File: src/rtl/seq_pattern_tx.sv
// Serial frame transmitter: sync preamble, MSB-first payload, then a forced-zero guard gap.
// Its sdo output is meant to feed the x input of a 1011 sequence detector.
module seq_pattern_tx #(
  parameter int               PAT_W   = 4,
  parameter logic [PAT_W-1:0] PATTERN = 4'b1011,
  parameter int               DATA_W  = 8,
  parameter int               GAP     = 2
) (
  input  logic              clk,
  input  logic              rst,
  input  logic [DATA_W-1:0] in_data,
  input  logic              in_valid,
  output logic              in_ready,
  output logic              sdo,
  output logic              sdo_en,
  output logic              busy,
  output logic              frame_done,
  output logic [7:0]        frame_cnt
);

  localparam int MAX_W = (PAT_W > DATA_W) ? ((PAT_W > GAP) ? PAT_W : GAP)
                                          : ((DATA_W > GAP) ? DATA_W : GAP);
  localparam int CNT_W = (MAX_W > 1) ? $clog2(MAX_W) : 1;

  typedef enum logic [1:0] {
    ST_IDLE = 2'd0,
    ST_PRE  = 2'd1,
    ST_DATA = 2'd2,
    ST_GAP  = 2'd3
  } state_e;

  state_e             state_q, state_d;
  logic [CNT_W-1:0]   cnt_q, cnt_d;
  logic [DATA_W-1:0]  shift_q, shift_d;
  logic               sdo_q, sdo_d;
  logic               sdo_en_q, sdo_en_d;
  logic               busy_q, busy_d;
  logic               done_q, done_d;
  logic [7:0]         frame_cnt_q, frame_cnt_d;
  logic [PAT_W-1:0]   pat_shift_s;

  // Next-state logic plus decode of the outputs for the coming cycle.
  always_comb begin
    state_d     = state_q;
    cnt_d       = cnt_q;
    shift_d     = shift_q;
    frame_cnt_d = frame_cnt_q;
    done_d      = 1'b0;
    case (state_q)
      ST_IDLE: begin
        if (in_valid) begin
          shift_d = in_data;
          cnt_d   = CNT_W'(PAT_W - 1);
          state_d = ST_PRE;
        end else begin
          state_d = ST_IDLE;
        end
      end
      ST_PRE: begin
        if (cnt_q == {CNT_W{1'b0}}) begin
          cnt_d   = CNT_W'(DATA_W - 1);
          state_d = ST_DATA;
        end else begin
          cnt_d = cnt_q - CNT_W'(1);
        end
      end
      ST_DATA: begin
        shift_d = shift_q << 1;
        if (cnt_q == {CNT_W{1'b0}}) begin
          cnt_d       = CNT_W'(GAP - 1);
          state_d     = ST_GAP;
          done_d      = 1'b1;
          frame_cnt_d = frame_cnt_q + 8'd1;
        end else begin
          cnt_d = cnt_q - CNT_W'(1);
        end
      end
      ST_GAP: begin
        if (cnt_q == {CNT_W{1'b0}}) begin
          state_d = ST_IDLE;
        end else begin
          cnt_d = cnt_q - CNT_W'(1);
        end
      end
      default: begin
        state_d = ST_IDLE;
        cnt_d   = {CNT_W{1'b0}};
        shift_d = {DATA_W{1'b0}};
      end
    endcase

    // Outputs are decoded from the next state so they line up with it once registered.
    pat_shift_s = PATTERN >> cnt_d;
    busy_d      = (state_d != ST_IDLE);
    case (state_d)
      ST_PRE: begin
        sdo_d    = pat_shift_s[0];
        sdo_en_d = 1'b1;
      end
      ST_DATA: begin
        sdo_d    = shift_d[DATA_W-1];
        sdo_en_d = 1'b1;
      end
      default: begin
        sdo_d    = 1'b0;
        sdo_en_d = 1'b0;
      end
    endcase
  end

  // State and output registers with synchronous active-low reset.
  always_ff @(posedge clk) begin
    if (!rst) begin
      state_q     <= ST_IDLE;
      cnt_q       <= {CNT_W{1'b0}};
      shift_q     <= {DATA_W{1'b0}};
      sdo_q       <= 1'b0;
      sdo_en_q    <= 1'b0;
      busy_q      <= 1'b0;
      done_q      <= 1'b0;
      frame_cnt_q <= 8'd0;
    end else begin
      state_q     <= state_d;
      cnt_q       <= cnt_d;
      shift_q     <= shift_d;
      sdo_q       <= sdo_d;
      sdo_en_q    <= sdo_en_d;
      busy_q      <= busy_d;
      done_q      <= done_d;
      frame_cnt_q <= frame_cnt_d;
    end
  end

  assign in_ready   = (state_q == ST_IDLE);
  assign sdo        = sdo_q;
  assign sdo_en     = sdo_en_q;
  assign busy       = busy_q;
  assign frame_done = done_q;
  assign frame_cnt  = frame_cnt_q;

endmodule

File: config.mk
export PLATFORM = sky130hd
export DESIGN_NAME = seq_pattern_tx
export DESIGN_NICKNAME = d
export VERILOG_FILES = /design/src/rtl/seq_pattern_tx.sv
export SDC_FILE = /design/constraint.sdc
export NUM_CORES = 1
export LEC_CHECK = 0
export BUFFER_PORTS_ARGS = -buffer_cell sky130_fd_sc_hd__buf_2
export CELL_PAD_IN_SITES_DETAIL_PLACEMENT = 1
export CELL_PAD_IN_SITES_GLOBAL_PLACEMENT = 1
export CORE_MARGIN = 10
export CORE_UTILIZATION = 43
export CTS_CLUSTER_SIZE = 28
export DETAILED_ROUTE_END_ITERATION = 6
export PLACE_DENSITY = 0.9
export SYNTH_ARGS = -nofsm -noshare
export SYNTH_HDL_FRONTEND = slang
export SYNTH_SLANG_ARGS = --single-unit
File: constraint.sdc
create_clock -name clk -period 5.05 [get_ports clk]
set_clock_uncertainty 0.1 [all_clocks]
set_input_delay 0.505 -clock clk [delete_from_list [all_inputs] [get_ports clk]]
set_output_delay 0.505 -clock clk [all_outputs]
set_load 0.02 [all_outputs]
==> results of run 1 <==
sequential cells by signal (all words and copies together) (netlist names):
signal / flops
shift_q: 8
state_q: 2
frame_done: 1
sdo_en: 1
busy: 1
sdo: 1
frame_cnt: 8
cnt_q: 3
cells by family (layout without fill, tap and decap cells):
| kind of cell | after synthesis | count (layout) |
|---|---|---|
| compound gates | 25 | 25 |
| xor+xnor | 9 | 9 |
| fa+ha+maj | 7 | 7 |
| buf+inv | 13 | 36 |
| flops | 25 | 25 |
| mux | 1 | 1 |
| simple gates | 50 | 50 |
placed cells by master (no fill, tap or decap), types with 2 or more instances in the layout:
cell / instances
ha_1: 7
nand4_1: 4
dfxtp_1: 25
and3_1: 2
nor2_1: 12
buf_2: 23
o21a_1: 2
nand3b_1: 2
xor2_1: 8
and2_1: 6
clkbuf_4: 3
nand2_1: 11
a22oi_1: 6
a21oi_1: 10
nor2b_1: 3
a311oi_1: 2
or2_2: 2
inv_1: 7
area by class of cell:
class / count / area, µm² / area share (%)
repair buffers: 24 / 123 / 9.12
inverters: 8 / 30.0 / 2.23
clock buffers: 3 / 22.5 / 1.68
multi-input cells: 92 / 624 / 46.5
flip-flops and latches: 25 / 500 / 37.2
well taps: 31 / 38.8 / 2.89
clock inverters: 1 / 5.00 / 0.372
cell usage after synthesis, types with 2 or more instances:
| cell type | number |
|---|---|
| xor2_1 | 8 |
| inv_1 | 7 |
| a21oi_1 | 10 |
| nand3b_1 | 2 |
| nand4_1 | 4 |
| dfxtp_1 | 25 |
| buf_6 | 2 |
| nor2b_1 | 3 |
| a311oi_1 | 2 |
| or2_2 | 2 |
| a22oi_1 | 6 |
| buf_2 | 2 |
| o21a_1 | 2 |
| nor2_1 | 12 |
| nand2_1 | 11 |
| and3_1 | 2 |
| and2_1 | 6 |
| ha_1 | 7 |
per-stage QoR:
step	setup WS [ns]	instance area (µm²)	util (%)	power, mW	hold slack, ns
global route	2.52	1340	49.6	0.550	0.328
CTS	2.70	1340	49.6	0.515	0.303
detailed placement	2.73	1320	48.6	0.427	0.357
finish	2.73	1340	49.6	0.511	0.315
floorplan	3.14	1190	-	0.377	0.336
global placement	3.01	1320	48.6	0.409	0.343
metal layers:
metal | vias up | global-route usage (%) | wire length [µm]
li1 | 491 | - | -
met4 | 0 | 4.43 | 19
met5 | - | 0 | 0
met2 | 22 | 19.7 | 1470
met1 | 468 | 13.6 | 1230
met3 | 2 | 2.72 | 135
critical path: stages, from the launching register on:
cell and delay (ns):
dfxtp_1 0.35, inv_1 0.09, ha_1 0.21, nor2b_1 0.32
nand2_1 0.19, xor2_1 0.35, ha_1 0.30, and2_1 0.16
nand2_1 0.07, o32ai_1 0.07
how the worst max path moves through the flow:
stage,start,end,slack (ns),cells past startpoint
after CTS,cnt_q[0]$_SDFF_PN0_,sdo$_SDFF_PN0_,2.70,9
after global routing,cnt_q[0]$_SDFF_PN0_,sdo$_SDFF_PN0_,2.52,9
after floorplan,cnt_q[0]$_SDFF_PN0_,sdo$_SDFF_PN0_,3.14,9
after detailed placement,cnt_q[0]$_SDFF_PN0_,sdo$_SDFF_PN0_,2.73,9
final,cnt_q[0]$_SDFF_PN0_,sdo$_SDFF_PN0_,2.73,9
after global placement,cnt_q[0]$_SDFF_PN0_,sdo$_SDFF_PN0_,3.01,9
report_power, final:
part	leakage (nW)	switching, mW	internal [mW]	total, mW
registers	0.205	0.0241	0.223	0.247
clock network	0.0177	0.0603	0.0296	0.0899
logic	0.377	0.104	0.0697	0.174
==> run_results.csv, run 1 <==
group,metric,value,unit
timing,tns,0,ns
synth,ys_types,35,
clock_tree,numClockSinks,25,
floorplan,io_pins,24,
placed_design,dp_hpwl,2.24,mm
clock_tree,cts_hold_buf,0,
clock_tree,clk_pin_slew,0.14,ns
floorplan,dieArea,5280,µm²
job,max_cap_viol_count,0,
placed_design,place.gp.congestion,0.836,
synth,synthSimpleGateAreaFrac,22.5,%
run_status,status,"completed",
timing,finalHoldViolCount,0,
clock_tree,cts_made_buffers,3,
synth,netlist_area,1190,µm²
synth,synth-edff-count,0,
pwr,leakagePower,0.599,nW
synth,muxShareOfSynthArea,0.840,%
synth,synth_compound_area_share,15.1,%
timing,max_freq,0.431,GHz
final_layout,area_growth,12.8,%
floorplan,core-area,2710,µm²
clock_tree,cts_tree,"built",
floorplan,die_w,72.6,µm
worst_setup_path,r2r_slack,2.73,ns
worst_hold_path,min_to,"shift_q[0]$_SDFFE_PN0P_",
timing,rsz0062_at_grt,"no",
detailed_routing,drtAntennaViolNets,0,
global_route,grt_max_degree,20,
global_route,grt_pass1_wl,5.02,mm
final_layout,stdcell_count,184,
timing,slew_headroom,54.0,%
detailed_routing,wirelength,2.85,mm
worst_hold_path,hp-start,"in_data[0]",
timing,post-route-period-util,46.0,%
timing,tightest_slew,0.689,ns
clock_tree,cts_root_buf,"clkbuf_4",
worst_setup_path,critPathRequiredTime,5.15,ns
synth,yosysTopAreaCell,"dfxtp_1",
detailed_routing,wl_per_cell,15.5,µm
detailed_routing,drtIter0Drc,30,
synth,avgSynthCellArea,9.16,µm²
floorplan,num_rows,19,
detailed_routing,drt_first_pass_iters,4,
detailed_routing,drc_errors,0,
worst_hold_path,whs_path_depth,3,
global_route,grt_pass1_vias,1072,
global_route,antenna_found_initial,0,
final_layout,fillCellCount,345,
synth,synth_cells,130,
synth,synth_top_family_by_area,"simple AND/OR/NAND/NOR gates",
synth,synth_seq_cells,25,
clock_tree,ctsResizeCount,0,
worst_setup_path,critical_path_class,"reg2reg",
timing,maxSlewViolCount,0,
timing,fin_crit,2.32,ns
final_layout,drive_gt1_share,22.2,%
synth,synth_area_leaders,"dfxtp_1 (42%), ha_1 (7.4%), xor2_1 (5.9%), a21oi_1 (4.2%), a22oi_1 (3.8%)",
synth,yosysWarningCount,0,
synth,synth_ff_type,"dfxtp_1",
synth,synth_top_area_share,42.0,%
synth,syn-num-nets,148,
synth,synthArstFlopShare,0,%
clock_tree,cts_buffer_depth,2,
final_layout,diodes,0,
placed_design,dp_cells,180,
synth,synth_seq_area_share,42.0,%
pwr,powerDensity,380,nW/µm²
pwr,worst_ir_drop_vdd,0.219,mV
clock_tree,htreeDepth,1,
synth,synth-adder-area-share,7.35,%
detailed_routing,vias_per_cell,5.34,
global_route,grt_overflow_total,0,
placed_design,io_buffers,23,
clock_tree,post_cts_buffers,0,
global_route,grt.total_usage,11.6,%
worst_setup_path,arrival,2.42,ns
timing,setup_viol,0,
worst_setup_path,crit_fanout,4,
worst_setup_path,reg2regPathDepth,9,
final_layout,nets,172,
clock_tree,insertion_delay,0.31,ns
detailed_routing,vias,983,
floorplan,fp.dieH,72.6,µm
worst_setup_path,cp-start-kind,"flop",
worst_setup_path,reg2reg_from,"cnt_q[0]$_SDFF_PN0_",
worst_setup_path,reg2reg_to,"sdo$_SDFF_PN0_",
floorplan,start_util,44.0,%
synth,synth_xor_xnor_area_share,6.62,%
worst_setup_path,worst_setup_path_end_kind,"flop",
worst_hold_path,hold_path.class,"in2reg",
(Power assumes the default switching activity.)
==> run 2: changes to the inputs <==
--- a/config.mk
+++ b/config.mk
@@ -9,10 +9,10 @@
 export CELL_PAD_IN_SITES_DETAIL_PLACEMENT = 1
 export CELL_PAD_IN_SITES_GLOBAL_PLACEMENT = 1
 export CORE_MARGIN = 10
-export CORE_UTILIZATION = 43
+export CORE_UTILIZATION = 36
 export CTS_CLUSTER_SIZE = 28
 export DETAILED_ROUTE_END_ITERATION = 6
-export PLACE_DENSITY = 0.9
+export PLACE_DENSITY = 0.81
 export SYNTH_ARGS = -nofsm -noshare
 export SYNTH_HDL_FRONTEND = slang
 export SYNTH_SLANG_ARGS = --single-unit
==> constraint.sdc (replaced) <==
create_clock -name clk -period 2 [get_ports clk]
set_clock_uncertainty 0.1 [all_clocks]
set_input_delay 0.2 -clock clk [delete_from_list [all_inputs] [get_ports clk]]
set_output_delay 0.2 -clock clk [all_outputs]
set_load 0.02 [all_outputs]
==> run 2 against run 1 <==
Total power rose to 2.9 times the previous value. Wire length rose by 16%. Sequential power rose by 150%. Non-clock buffer count rose by 12. Hold slack got worse by 0.26 ns. Global-route usage fell by 1.6 points. Cell count rose by 14%. Highest routed layer unchanged. Maximum frequency rose by 17%. Utilization fell by 1.3 points. Largest power group is now combinational cells. Critical path type unchanged.
==> run_results.csv, run 2 (synthesis gave the netlist of run 1 again) <==
group,metric,value,unit
run_status,status,"completed",
pwr,worst_ir_drop_vdd,0.358,mV
placed_design,pre_cts_slack,-0.109,ns
clock_tree,cts_made_buffers,3,
placed_design,dp_hpwl,2.29,mm
placed_design,io_buffers,23,
worst_setup_path,arrival,2.12,ns
timing,maxSlewViolCount,0,
floorplan,core-area,3100,µm²
global_route,grt_pass1_vias,1103,
final_layout,area_growth,25.8,%
worst_setup_path,reg2regPathDepth,11,
clock_tree,htreeDepth,1,
detailed_routing,vias,1065,
worst_setup_path,reg2reg_to,"sdo$_SDFF_PN0_",
floorplan,die_w,77.5,µm
final_layout,layout_common_cells,"dfxtp_1 (23), buf_2 (23), nor2_1 (12)",
job,max_cap_viol_count,0,
worst_setup_path,crit_fanout,3,
worst_setup_path,critPathRequiredTime,2.15,ns
worst_setup_path,worst_setup_path_end_kind,"flop",
final_layout,utilization,48.3,%
clock_tree,numClockSinks,25,
timing,tightest_slew,0.502,ns
clock_tree,insertion_delay,0.32,ns
worst_hold_path,min_to,"shift_q[3]$_SDFFE_PN0P_",
floorplan,fp.dieH,77.5,µm
detailed_routing,wirelength,3.32,mm
detailed_routing,drt_first_pass_iters,4,
pwr,total_power,1.46,mW
timing,setup_viol,0,
detailed_routing,drtAntennaViolNets,0,
worst_setup_path,reg2reg_from,"cnt_q[1]$_SDFF_PN0_",
clock_tree,cts_buffer_depth,2,
worst_hold_path,whs_path_depth,3,
final_layout,drive_gt1_share,33.9,%
timing,worst_hold_slack,0.0532,ns
floorplan,io_pins,24,
clock_tree,cts_tree,"built",
floorplan,start_util,38.4,%
timing,max_freq,0.506,GHz
detailed_routing,drtIter0Drc,51,
pwr,powerDensity,974,nW/µm²
placed_design,place.gp.congestion,0.792,
final_layout,nets,184,
pwr,leakagePower,0.665,nW
worst_setup_path,critical_path_class,"reg2reg",
worst_hold_path,hold_path.class,"in2reg",
timing,setup_ws,0.0232,ns
worst_setup_path,r2r_slack,0.02,ns
global_route,grt.total_usage,9.99,%
worst_hold_path,hp-start,"in_data[3]",
global_route,antenna_found_initial,0,
final_layout,fillCellCount,388,
clock_tree,cts_root_buf,"clkbuf_4",
global_route,grt_pass1_wl,5.07,mm
timing,fin_crit,1.98,ns
final_layout,final_cell_area,1500,µm²
detailed_routing,vias_per_cell,5.10,
floorplan,dieArea,6010,µm²
global_route,grt_max_degree,18,
placed_design,placed_area,1390,µm²
clock_tree,clk_pin_slew,0.13,ns
detailed_routing,wl_per_cell,15.9,µm
worst_setup_path,cp-start-kind,"flop",
timing,slew_headroom,66.6,%
timing,post-route-period-util,98.8,%
final_layout,diodes,0,
floorplan,num_rows,20,
detailed_routing,drc_errors,0,
global_route,grt_overflow_total,0,
timing,finalHoldViolCount,0,
run 2: cell count changes in the layout (fill, tap and decap cells not counted), sizes merged:
cell and delta:
buf +11, clkbuf +1, clkinv -1, dlygate4sd3 +1
run 2: report_power, final:
part / internal (mW) / total (mW) / switching (mW) / leakage [nW]
combinational: 0.280 / 0.620 / 0.340 / 0.445
clock: 0.0782 / 0.231 / 0.153 / 0.0150
sequential: 0.566 / 0.608 / 0.0427 / 0.205
run 2: layout make-up:
type	instances	area, µm²	share of cell area [%]
clock buffers	4	26.3	1.75
multi-input cells	92	666	44.4
inverters	8	30.0	2.00
repair buffers	36	219	14.6
flip-flops and latches	25	503	33.6
well taps	44	55.1	3.67
run 2: metrics by stage:
| stage | cells | setup TNS (ns) |
|---|---|---|
| floorplan | 130 | 0 |
| global placement | 200 | 0 |
| detailed placement | 200 | -0.109 |
| CTS | 207 | 0 |
| global route | 209 | -0.0838 |
| finish | 209 | 0 |
run 2: worst max-delay path, stage by stage (launching register included):
cell	delay, ns
dfxtp_2	0.36
inv_2	0.08
ha_4	0.15
buf_6	0.10
nand3b_1	0.10
o21ai_1	0.10
o21a_1	0.17
inv_2	0.05
ha_1	0.27
and2_4	0.14
nand2_2	0.06
o32ai_2	0.23
run 2: layer usage:
| metal | share of wire, % | vias up | routed length [µm] | GRT usage [%] |
|---|---|---|---|---|
| met3 | 4.9 | 4 | 162 | 3.23 |
| met1 | 43 | 521 | 1420 | 11.8 |
| li1 | - | 519 | - | - |
| met2 | 51 | 21 | 1690 | 16.6 |
| met5 | 0 | - | 0 | 0 |
| met4 | 1.1 | 0 | 37 | 3.47 |
run 2: worst max path at each step:
stage,startpoint,endpoint,slack (ns),cells past startpoint
finish,cnt_q[1]$_SDFF_PN0_,sdo$_SDFF_PN0_,0.02,11
global route,cnt_q[1]$_SDFF_PN0_,sdo$_SDFF_PN0_,-0.08,11
CTS,cnt_q[0]$_SDFF_PN0_,sdo$_SDFF_PN0_,0.009,11
detailed placement,cnt_q[0]$_SDFF_PN0_,sdo$_SDFF_PN0_,-0.11,10
global placement,cnt_q[0]$_SDFF_PN0_,sdo$_SDFF_PN0_,0.05,10
floorplan,cnt_q[0]$_SDFF_PN0_,sdo$_SDFF_PN0_,0.09,9
run 2: repair_timing:
action                                  in CTS  in global routing
pin swaps                                    2                  4
setup buffers                                2                  2
endpoints found under the hold margin        1                  0
gates resized for setup                      6                 10
endpoints found under the setup margin       1                  1
hold buffers                                 1                  0
==> run 3: changes to the inputs <==
--- a/config.mk
+++ b/config.mk
@@ -5,11 +5,12 @@
 export SDC_FILE = /design/constraint.sdc
 export NUM_CORES = 1
 export LEC_CHECK = 0
+export ABC_AREA = 1
 export BUFFER_PORTS_ARGS = -buffer_cell sky130_fd_sc_hd__buf_2
 export CELL_PAD_IN_SITES_DETAIL_PLACEMENT = 1
 export CELL_PAD_IN_SITES_GLOBAL_PLACEMENT = 1
 export CORE_MARGIN = 10
-export CORE_UTILIZATION = 36
+export CORE_UTILIZATION = 34
 export CTS_CLUSTER_SIZE = 28
 export DETAILED_ROUTE_END_ITERATION = 6
 export PLACE_DENSITY = 0.81
==> run 3 against run 2 <==
Non-clock buffer count fell by 10. First-iteration DRC count fell by 16%. Utilization fell by 6.0 points. Critical path type unchanged.
==> run_results.csv, run 3 <==
group,metric,value,unit
final_layout,nets,214,
floorplan,dieArea,6420,µm²
detailed_routing,vias_per_cell,4.54,
placed_design,place.gp.congestion,0.816,
worst_setup_path,critical_path_class,"reg2reg",
synth,synth_area_leaders,"dfxtp_1 (41%), nand2_1 (15%), inv_1 (7.3%), ha_1 (7.1%), nor2_1 (5.8%)",
timing,max_freq,0.545,GHz
clock_tree,insertion_delay,0.32,ns
detailed_routing,wirelength,2.79,mm
worst_setup_path,crit_path_cell_trace,"inv_1, ha_1, nand2_4, ha_1, or2_2, nand3_1, nand3_1, nand2_1, a21oi_1",
floorplan,core-area,3420,µm²
timing,setup_viol,0,
worst_setup_path,r2r_slack,0.17,ns
job,max_cap_viol_count,0,
global_route,grt_max_degree,18,
synth,yosysWarningCount,0,
placed_design,dp_hpwl,2.24,mm
clock_tree,clk_pin_slew,0.13,ns
floorplan,fp.dieH,80.1,µm
clock_tree,cts_root_buf,"clkbuf_4",
worst_setup_path,arrival,1.96,ns
timing,tns,0,ns
clock_tree,cts_buffer_depth,2,
synth,synth_ff_type,"dfxtp_1",
timing,rsz0062_at_grt,"no",
global_route,grt_overflow_total,0,
clock_tree,htreeDepth,1,
final_layout,area_growth,17.5,%
timing,finalHoldViolCount,0,
floorplan,io_pins,24,
worst_setup_path,critPathBufInv,1,
detailed_routing,vias,1095,
synth,synth_seq_area_share,40.7,%
detailed_routing,wl_per_cell,11.6,µm
synth,synth_seq_cells,25,
synth,synthArstFlopShare,0,%
final_layout,utilization,42.3,%
synth,ys_types,23,
synth,yosys-top-cells-count,"nand2_1 (50), dfxtp_1 (25), inv_1 (24)",
timing,maxSlewViolCount,0,
synth,syn-num-nets,185,
synth,synth_top_area_share,40.7,%
final_layout,drive_gt1_share,21.0,%
placed_design,io_buffers,23,
floorplan,start_util,36.0,%
detailed_routing,drtIter0Drc,43,
worst_setup_path,slowest_delay,0.36,ns
pwr,total_power,1.27,mW
final_layout,layout_common_cells,"nand2_1 (50), dfxtp_1 (25), inv_1 (24)",
global_route,antenna_found_initial,0,
floorplan,num_rows,21,
global_route,grt_pass1_wl,4.93,mm
global_route,grt_pass1_vias,1162,
run_status,status,"completed",
pwr,leakagePower,0.716,nW
worst_setup_path,critical-path-top-delay-family,"simple AND/OR/NAND/NOR gates",
clock_tree,cts_made_buffers,3,
global_route,grt.total_usage,9.35,%
detailed_routing,drt_first_pass_iters,4,
worst_setup_path,cp-start-kind,"flop",
detailed_routing,drtAntennaViolNets,0,
worst_setup_path,worst_setup_path_end_kind,"flop",
worst_setup_path,critPathRequiredTime,2.13,ns
worst_hold_path,hold_path.class,"in2reg",
pwr,powerDensity,876,nW/µm²
final_layout,diodes,0,
detailed_routing,drc_errors,0,
synth,synth-edff-count,0,
pwr,worst_ir_drop_vdd,0.292,mV
synth,avgSynthCellArea,7.36,µm²
worst_setup_path,cp_slowest_cell,"dfxtp_1",
timing,slew_headroom,63.0,%
synth,netlist_area,1230,µm²
synth,synth.most_common_cell,"nand2_1",
worst_setup_path,crit_fanout,6,
timing,post-route-period-util,91.7,%
timing,fin_crit,1.83,ns
synth,yosysTopAreaCell,"dfxtp_1",
clock_tree,numClockSinks,25,
floorplan,die_w,80.1,µm
synth,synth_cells,167,
clock_tree,ctsResizeCount,0,
clock_tree,cts_tree,"built",
timing,tightest_slew,0.552,ns
final_layout,mostFrequentLayoutCell,"nand2_1",
[run 3: cell count changes in the layout (fill, tap and decap cells not counted), moves of 5 or more]
cell     delta
xor2_1      -8
nor2_1      +7
a22oi_1     -6
a31oi_1     +6
inv_1      +20
buf_4       -9
and2_1      -5
nand3_1     +6
nand2_1    +41
o21ai_0     +5
[run 3: tightest hold or removal path: cells and delay by family]
kind                   cells  cell delay (ns)
and+or+nand+nor            1             0.05
buffers and inverters      1             0.09
AOI/OAI and AO/OA          1             0.07
[run 3: final timing paths]
check,from,endpoint,cells after the start
worst min register to register,shift_q[0]$_SDFFE_PN0P_,shift_q[0]$_SDFFE_PN0P_,2
worst max-delay path,cnt_q[0]$_SDFF_PN0_,sdo$_SDFF_PN0_,9
worst min-delay path,in_data[2],shift_q[2]$_SDFFE_PN0P_,3
worst max register to register,cnt_q[0]$_SDFF_PN0_,sdo$_SDFF_PN0_,9
[run 3: layout make-up]
cell class              count  area (µm²)
fillers                   459        1970
multi-input cells         115         627
flip-flops and latches     25         500
repair buffers             26         140
inverters                  25        93.8
well taps                  46        57.6
clock buffers               4        26.3
[run 3: per-stage QoR]
stage / instances / cell area, µm² / hold WS, ns / worst slack, ns
after global placement: 236 / 1410 / 0.358 / 0.237
after floorplan: 167 / 1230 / 0.249 / 0.271
after detailed placement: 236 / 1410 / 0.364 / 0.180
after CTS: 240 / 1440 / 0.00249 / 0.155
final: 241 / 1450 / 0.0299 / 0.165
after global routing: 241 / 1450 / 0.00785 / 0.0413
[run 3: kinds of logic (layout without fill, tap and decap cells)]
kind of cell,Yosys count,count (layout),synth area share (%)
buf+inv,27,55,8.34
flops,25,25,40.7
simple gates,90,90,35.9
compound gates,18,18,7.93
fa+ha+maj,7,7,7.12
[run 3: repair_timing]
item                                   in CTS  in global routing
hold buffers                                0                  1
setup endpoints to repair                   0                  0
endpoints found under the hold margin       0                  1
buffers inserted                            0                  0
[run 3: layer usage]
metal,wire length [µm],vias up,GRT usage (%)
met5,0,-,0
met4,68,0,4.75
met3,122,7,2.67
met2,1250,19,15.0
met1,1340,493,11.1
li1,-,576,-
[run 3: report_power, final]
| part | total, mW | leakage, nW | switching, mW | internal, mW |
|---|---|---|---|---|
| combinational | 0.451 | 0.496 | 0.295 | 0.156 |
| sequential | 0.586 | 0.205 | 0.0258 | 0.560 |
| clock | 0.230 | 0.0150 | 0.152 | 0.0781 |
| total | 1.27 | 0.716 | 0.472 | 0.794 |
